<file path="src/rtl/vec_pkg.sv">
// Shared vector widths, register-file geometry and write-back FSM states.
package vec_pkg;

  localparam int LANES  = 16;
  localparam int LANE_W = 32;
  localparam int VW     = LANES * LANE_W;
  localparam int NREGS  = 4;
  localparam int ADDR_W = $clog2(NREGS);

  typedef enum logic [1:0] {
    IDLE  = 2'd0,
    WR_LO = 2'd1,
    WR_HI = 2'd2
  } wb_state_t;

endpackage

</file>
<file path="src/rtl/alu_writeback_seq_if.sv">
// ALU-result handshake bus: the ALU drives the master side, the write-back stage the slave side.
interface alu_writeback_seq_if;

  logic                        in_valid;
  logic                        in_ready;
  logic                        in_mul;
  logic [vec_pkg::ADDR_W-1:0]  in_dst;
  logic [vec_pkg::VW-1:0]      s0;
  logic [vec_pkg::VW-1:0]      s1;

  modport master (output in_valid, output in_mul, output in_dst, output s0, output s1,
                  input  in_ready);
  modport slave  (input  in_valid, input  in_mul, input  in_dst, input  s0, input  s1,
                  output in_ready);

endinterface

</file>
<file path="src/rtl/alu_writeback_seq_ovf.sv">
// wb_ovf_detect: per-lane flag set when the high half is not the sign extension of the low half.
module wb_ovf_detect
  import vec_pkg::*;
(
  input  logic [VW-1:0]    lo,
  input  logic [VW-1:0]    hi,
  output logic [LANES-1:0] mask
);

  always_comb begin
    mask = '0;
    for (int i = 0; i < LANES; i++) begin
      mask[i] = (hi[i*LANE_W +: LANE_W] != {LANE_W{lo[i*LANE_W + LANE_W - 1]}});
    end
  end

endmodule

</file>
<file path="src/rtl/alu_writeback_seq.sv">
// Latches one ALU result and writes it to the vector register file in one (add) or two (multiply) beats.
// Optional build macro WB_OVF_FLAG_EN adds the registered per-lane ovf_mask output.
module alu_writeback_seq
  import vec_pkg::*;
(
  input  logic              clk,
  input  logic              rst,
  alu_writeback_seq_if.slave bus,
  output logic              wr_en,
  output logic [ADDR_W-1:0] wr_addr,
  output logic [VW-1:0]     wr_data,
  output logic              done,
  output logic              busy
`ifdef WB_OVF_FLAG_EN
  ,
  output logic [LANES-1:0]  ovf_mask
`endif
);

  wb_state_t         state;
  logic [VW-1:0]     lo_q;
  logic [VW-1:0]     hi_q;
  logic              mul_q;
  logic [ADDR_W-1:0] dst_q;
  logic              accept;

  // Ready in IDLE and on any final beat, so a new result overlaps the last write.
  assign bus.in_ready = (state == IDLE) || (state == WR_LO && !mul_q) || (state == WR_HI);
  assign accept       = bus.in_valid && bus.in_ready;

  always_ff @(posedge clk or posedge rst) begin
    if (rst) begin
      state <= IDLE;
      lo_q  <= '0;
      hi_q  <= '0;
      mul_q <= 1'b0;
      dst_q <= '0;
    end else begin
      if (accept) begin
        lo_q  <= bus.s0;
        hi_q  <= bus.s1;
        mul_q <= bus.in_mul;
        dst_q <= bus.in_dst;
      end
      case (state)
        IDLE:    state <= accept ? WR_LO : IDLE;
        WR_LO:   state <= mul_q ? WR_HI : (accept ? WR_LO : IDLE);
        WR_HI:   state <= accept ? WR_LO : IDLE;
        default: state <= IDLE;
      endcase
    end
  end

  // Moore decode from state and latched result only; s0/s1 never reach wr_data directly.
  always_comb begin
    wr_en   = 1'b0;
    wr_addr = '0;
    wr_data = '0;
    done    = 1'b0;
    case (state)
      WR_LO: begin
        wr_en   = 1'b1;
        wr_addr = dst_q;
        wr_data = lo_q;
        done    = !mul_q;
      end
      WR_HI: begin
        wr_en   = 1'b1;
        wr_addr = dst_q + ADDR_W'(1);
        wr_data = hi_q;
        done    = 1'b1;
      end
      default: ;
    endcase
  end

  assign busy = (state != IDLE);

`ifdef WB_OVF_FLAG_EN
  logic [LANES-1:0] ovf_next;

  wb_ovf_detect u_ovf (
    .lo   (bus.s0),
    .hi   (bus.s1),
    .mask (ovf_next)
  );

  always_ff @(posedge clk or posedge rst) begin
    if (rst) begin
      ovf_mask <= '0;
    end else if (accept) begin
      ovf_mask <= bus.in_mul ? ovf_next : '0;
    end
  end
`endif

endmodule

</file>
<file path="src/flat_wrapper.sv">
// flat-port wrapper written by rule: the top's interface ports become plain ports
module alu_writeback_seq_flat import vec_pkg::*;
  (clk, rst, wr_en, wr_addr, wr_data, done, busy, bus_in_valid, bus_in_mul, bus_in_dst, bus_s0, bus_s1, bus_in_ready);
  alu_writeback_seq_if bus_i ();
  input  logic clk;
  input  logic rst;
  output logic wr_en;
  output logic [ADDR_W-1:0] wr_addr;
  output logic [VW-1:0] wr_data;
  output logic done;
  output logic busy;
  input wire logic [$bits(bus_i.in_valid)-1:0] bus_in_valid;
  input wire logic [$bits(bus_i.in_mul)-1:0] bus_in_mul;
  input wire logic [$bits(bus_i.in_dst)-1:0] bus_in_dst;
  input wire logic [$bits(bus_i.s0)-1:0] bus_s0;
  input wire logic [$bits(bus_i.s1)-1:0] bus_s1;
  output wire logic [$bits(bus_i.in_ready)-1:0] bus_in_ready;
  assign bus_i.in_valid = bus_in_valid;
  assign bus_i.in_mul = bus_in_mul;
  assign bus_i.in_dst = bus_in_dst;
  assign bus_i.s0 = bus_s0;
  assign bus_i.s1 = bus_s1;
  assign bus_in_ready = bus_i.in_ready;
  alu_writeback_seq u_core (.clk(clk), .rst(rst), .bus(bus_i), .wr_en(wr_en), .wr_addr(wr_addr), .wr_data(wr_data), .done(done), .busy(busy));
endmodule
</file>
<file path="config.mk">
export PLATFORM = sky130hd
export DESIGN_NAME = alu_writeback_seq_flat
export DESIGN_NICKNAME = d
export VERILOG_FILES = /design/src/rtl/vec_pkg.sv /design/src/rtl/alu_writeback_seq_if.sv /design/src/rtl/alu_writeback_seq_ovf.sv /design/src/rtl/alu_writeback_seq.sv /design/src/flat_wrapper.sv
export SDC_FILE = /design/constraint.sdc
export NUM_CORES = 2
export LEC_CHECK = 0
export CAP_MARGIN = 30
export CORE_AREA = 2 2 603 605
export CTS_BUF_LIST = sky130_fd_sc_hd__clkbuf_8 sky130_fd_sc_hd__clkbuf_16
export CTS_CLUSTER_DIAMETER = 100
export DETAILED_ROUTE_END_ITERATION = 10
export DIE_AREA = 0 0 605 607
export PLACE_DENSITY_LB_ADDON = 0.15
export SYNTH_ARGS = -nofsm -noshare
export SYNTH_HDL_FRONTEND = slang
export SYNTH_HIERARCHICAL = 1
export SYNTH_SLANG_ARGS = --single-unit
</file>
<file path="constraint.sdc">
create_clock -name clk -period 94.1 [get_ports clk]
set_input_delay 18.82 -clock clk [delete_from_list [all_inputs] [get_ports clk]]
set_output_delay 18.82 -clock clk [all_outputs]
set_load 0.02 [all_outputs]
</file>
==> results.md <==
* Die footprint at roughly 370,000 um^2
* Number of global-route vias before repair at ~37k
* Fin cells at 9,812
* CTS tree: done
* Final hold violation count at 0
* Gpl congestion at 0.855
* Peak VDD IR at 0.0255 mV
* Post-route cell area at between 70,000 and 80,000 um^2
* Actual slew at the worst max-slew pin at 1.10 ns
* PostCTS Resize Cnt at 0
* Fmax at 40.1 MHz
* Vias after detailed routing at 35.3k
* Fin crit share at 26.5%
* Post-Route Utilization at 19.9%
* Syn avg cell area at 13.6 um^2
* Critical path arrival at just over 6 ns
* Synth top area share at a little under three fifths
* DR WL/cell at ~29 um
* Grt ovf at 0
* CTS buffer count at between 150 and 200
* Maximum fanout along the worst path at 63
* Post-CTS Setup Bufs at 0
* Area growth syn-to-layout at 55.5%
* RSZ-0062 raised after global routing: no
* Minimum clock period at 24.96 ns
* Post-synthesis sequential area ratio at 55.9%
* Max-cap violation count at 0
* CTS Hold Bufs at 0
* Leak at between 20 and 30 nW
* Worst Skew at 0.0649 ns
* Clock Pin Slew Worst Setup and Hold Paths at around 0.060 ns
* Core ar. at 361,000 um^2
* Initial detailed-routing violation count at 1,733
* Layout cells sized above 1 at 22.3%
* Worst Reg-to-Reg Cells at 10
* Worst relative slew slack at 26.4%
* WL final at 280,000 um
* Top cells by area, synth: dfrtp_1 (56%), mux2_2 (20%), a22oi_1 (8.4%), nor2b_1 (7.0%), mux2_1 (5.3%)
* WS Path Type: flip-flop to output port
* Chip height at 607 um
* DRC Markers at 0
* Layout Nets at 5,893
* Skew-Pair Late Insertion Delay at 0.84 ns
* Clock sink total at roughly 1k
* Syn Nets at 4,418
* H-tree Lvls at 4
* GR Util All Layers at 14.6%
* I/O pins at 1,548
* Final setup violation count at 0
* Yosys reg bits at 1,029
* Hold Crit Depth at 1
* Inst Count DP at 9,497
* Via-per-instance ratio at 3.60
* Std-Cell Rows at 221
* Netlist cell types at 19
* Pwr dens at 37.0 nW/um^2
* First drt pass iteration count at 5
* Clk root buf: clkbuf_16
* Synthesized area at ~46,000 um^2
* Largest net degree at the start of global routing at 164
* Starting Density at between 10% and 20%
* Port Buffers at 1,547
* Placement-stage cell area at 66,600 um^2
* Startpoint types: flip-flop
* Die width at between 600 and 700 um
* Nature of the critical path endpoint: output port
* Max Slew Vio Count at 0
* Clk buf depth at 4
* Antenna Nets Post-Route at 0
* Ys Warns at 6
* Outcome: finished, final reports clean
* First-pass GRT wire length at 365,000 um
* Final TNS setup at 0 ns
* Gate Count Post-Synth at 3,384
* Initial antenna violation count at roughly 190
* Data required, critical path at between 70 and 80 ns
* DPL Wire Length at around 220,000 um
* Area leader, netlist: dfrtp_1
* Hold WC Path Type: flip-flop to flip-flop
==> power breakdown <==
group / internal [mW] / leakage, nW / switching, mW
sequential: 0.671 / 12.0 / 0.179
clock: 0.346 / 2.62 / 0.236
combinational: 0.565 / 11.8 / 0.656
total: 1.58 / 26.5 / 1.07
==> Yosys cell counts, drive strengths merged <==
library cell / n
buf: 158
dfrtp: 1029
nor2b: 514
ha: 4
a22oi: 513
and2: 1
nor2: 1
o21a: 1
mux2: 1028
inv: 4
or3: 1
o31ai: 1
xor2: 1
clkbuf: 128
==> layout by cell type, fill, tap and decap left out <==
| cell | netlist | final |
|---|---|---|
| a22oi_1 | 513 | 513 |
| and2_1 | 1 | 1 |
| buf_12 | 0 | 8 |
| buf_16 | 0 | 1 |
| buf_4 | 100 | 50 |
| bufinv_16 | 0 | 8 |
| clkbuf_16 | 0 | 158 |
| clkbuf_8 | 0 | 25 |
| clkdlybuf4s50_1 | 0 | 1547 |
| clkinv_16 | 0 | 1 |
| clkinv_2 | 0 | 24 |
| clkinvlp_4 | 0 | 2 |
| dfrtp_1 | 1029 | 1029 |
| diode_2 | 0 | 44 |
| ha_1 | 4 | 1 |
| ha_4 | 0 | 3 |
| inv_1 | 4 | 43 |
| inv_16 | 0 | 1 |
| inv_6 | 0 | 9 |
| inv_8 | 0 | 3 |
| mux2_1 | 216 | 216 |
| mux2_2 | 812 | 812 |
| nor2_1 | 1 | 1 |
| nor2b_1 | 513 | 513 |
| nor2b_2 | 1 | 1 |
| o21a_1 | 1 | 1 |
| o31ai_4 | 1 | 1 |
| or3_1 | 1 | 1 |
| xor2_1 | 1 | 1 |
==> state kept, by name (all words and copies together), names as in the netlist <==
register / count
u_core/lo_q: 512
u_core/dst_q: 2
u_core/hi_q: 512
u_core/mul_q: 1
u_core/state: 2
==> metal layers <==
| metal | vias to the layer above | track usage [%] | wire [um] |
|---|---|---|---|
| li1 | 15200 | - | - |
| met1 | 18300 | 17.7 | 115000 |
| met2 | 1275 | 25.2 | 137000 |
| met3 | 493 | 4.82 | 21600 |
| met4 | 76 | 3.05 | 6220 |
| met5 | - | 0 | 486 |
==> layout make-up <==
class | instances | area (um^2)
repair buffers | 1606 | 16000
clock buffers | 183 | 4300
multi-input cells | 2065 | 18800
flip-flops and latches | 1029 | 25700
inverters | 4 | 22.5
diodes | 44 | 110
fillers | 39100 | 289000
well taps | 4794 | 6000
clock inverters | 87 | 677
==> worst paths after layout <==
path | slack [ns] | startpoint | to
setup / recovery | 69.14 | u_core/state[0] | wr_data[429]
max in group asynchronous | 71.43 | rst | u_core/hi_q[99]
setup reg to reg | 88.34 | u_core/state[1] | u_core/lo_q[291]
min in group asynchronous | 18.45 | rst | u_core/hi_q[344]
hold reg to reg | 0.49 | u_core/hi_q[293] | u_core/hi_q[293]
hold / removal | 0.49 | u_core/hi_q[293] | u_core/hi_q[293]
==> worst max-delay path, stage by stage (launching register included) <==
cell and delay [ns]:
dfrtp_1 0.42, inv_1 0.18, ha_4 0.40, buf_4 0.81, buf_4 0.65, buf_4 0.67
a22oi_1 0.35, nor2b_1 0.83, clkdlybuf4s50_1 0.83
==> stage by stage <==
| stage | total power [mW] | setup WS (ns) | hold WS, ns |
|---|---|---|---|
| detailed placement | 2.11 | 69.97 | 0.482 |
| CTS | 2.72 | 69.06 | 0.493 |
| floorplan | 1.51 | 46.32 | 0.465 |
| global placement | 2.11 | 70.02 | 0.477 |
| finish | 2.65 | 69.14 | 0.486 |
| global route | 2.81 | 69.02 | 0.501 |
==> kinds of logic (layout without fill, tap and decap cells) <==
kind of cell,after synthesis,in the layout,share of synthesized area (%)
flip-flops,1029,1029,55.9
other,0,44,0
buffers and inverters,290,1880,3.45
adder cells (fa/ha/maj),4,4,0.109
multiplexers,1028,1028,25.1
AO/OA/AOI/OAI,515,515,8.42
AND/OR/NAND/NOR,517,517,7.02
XOR/XNOR,1,1,0.0190
(Power assumes the default switching activity.)
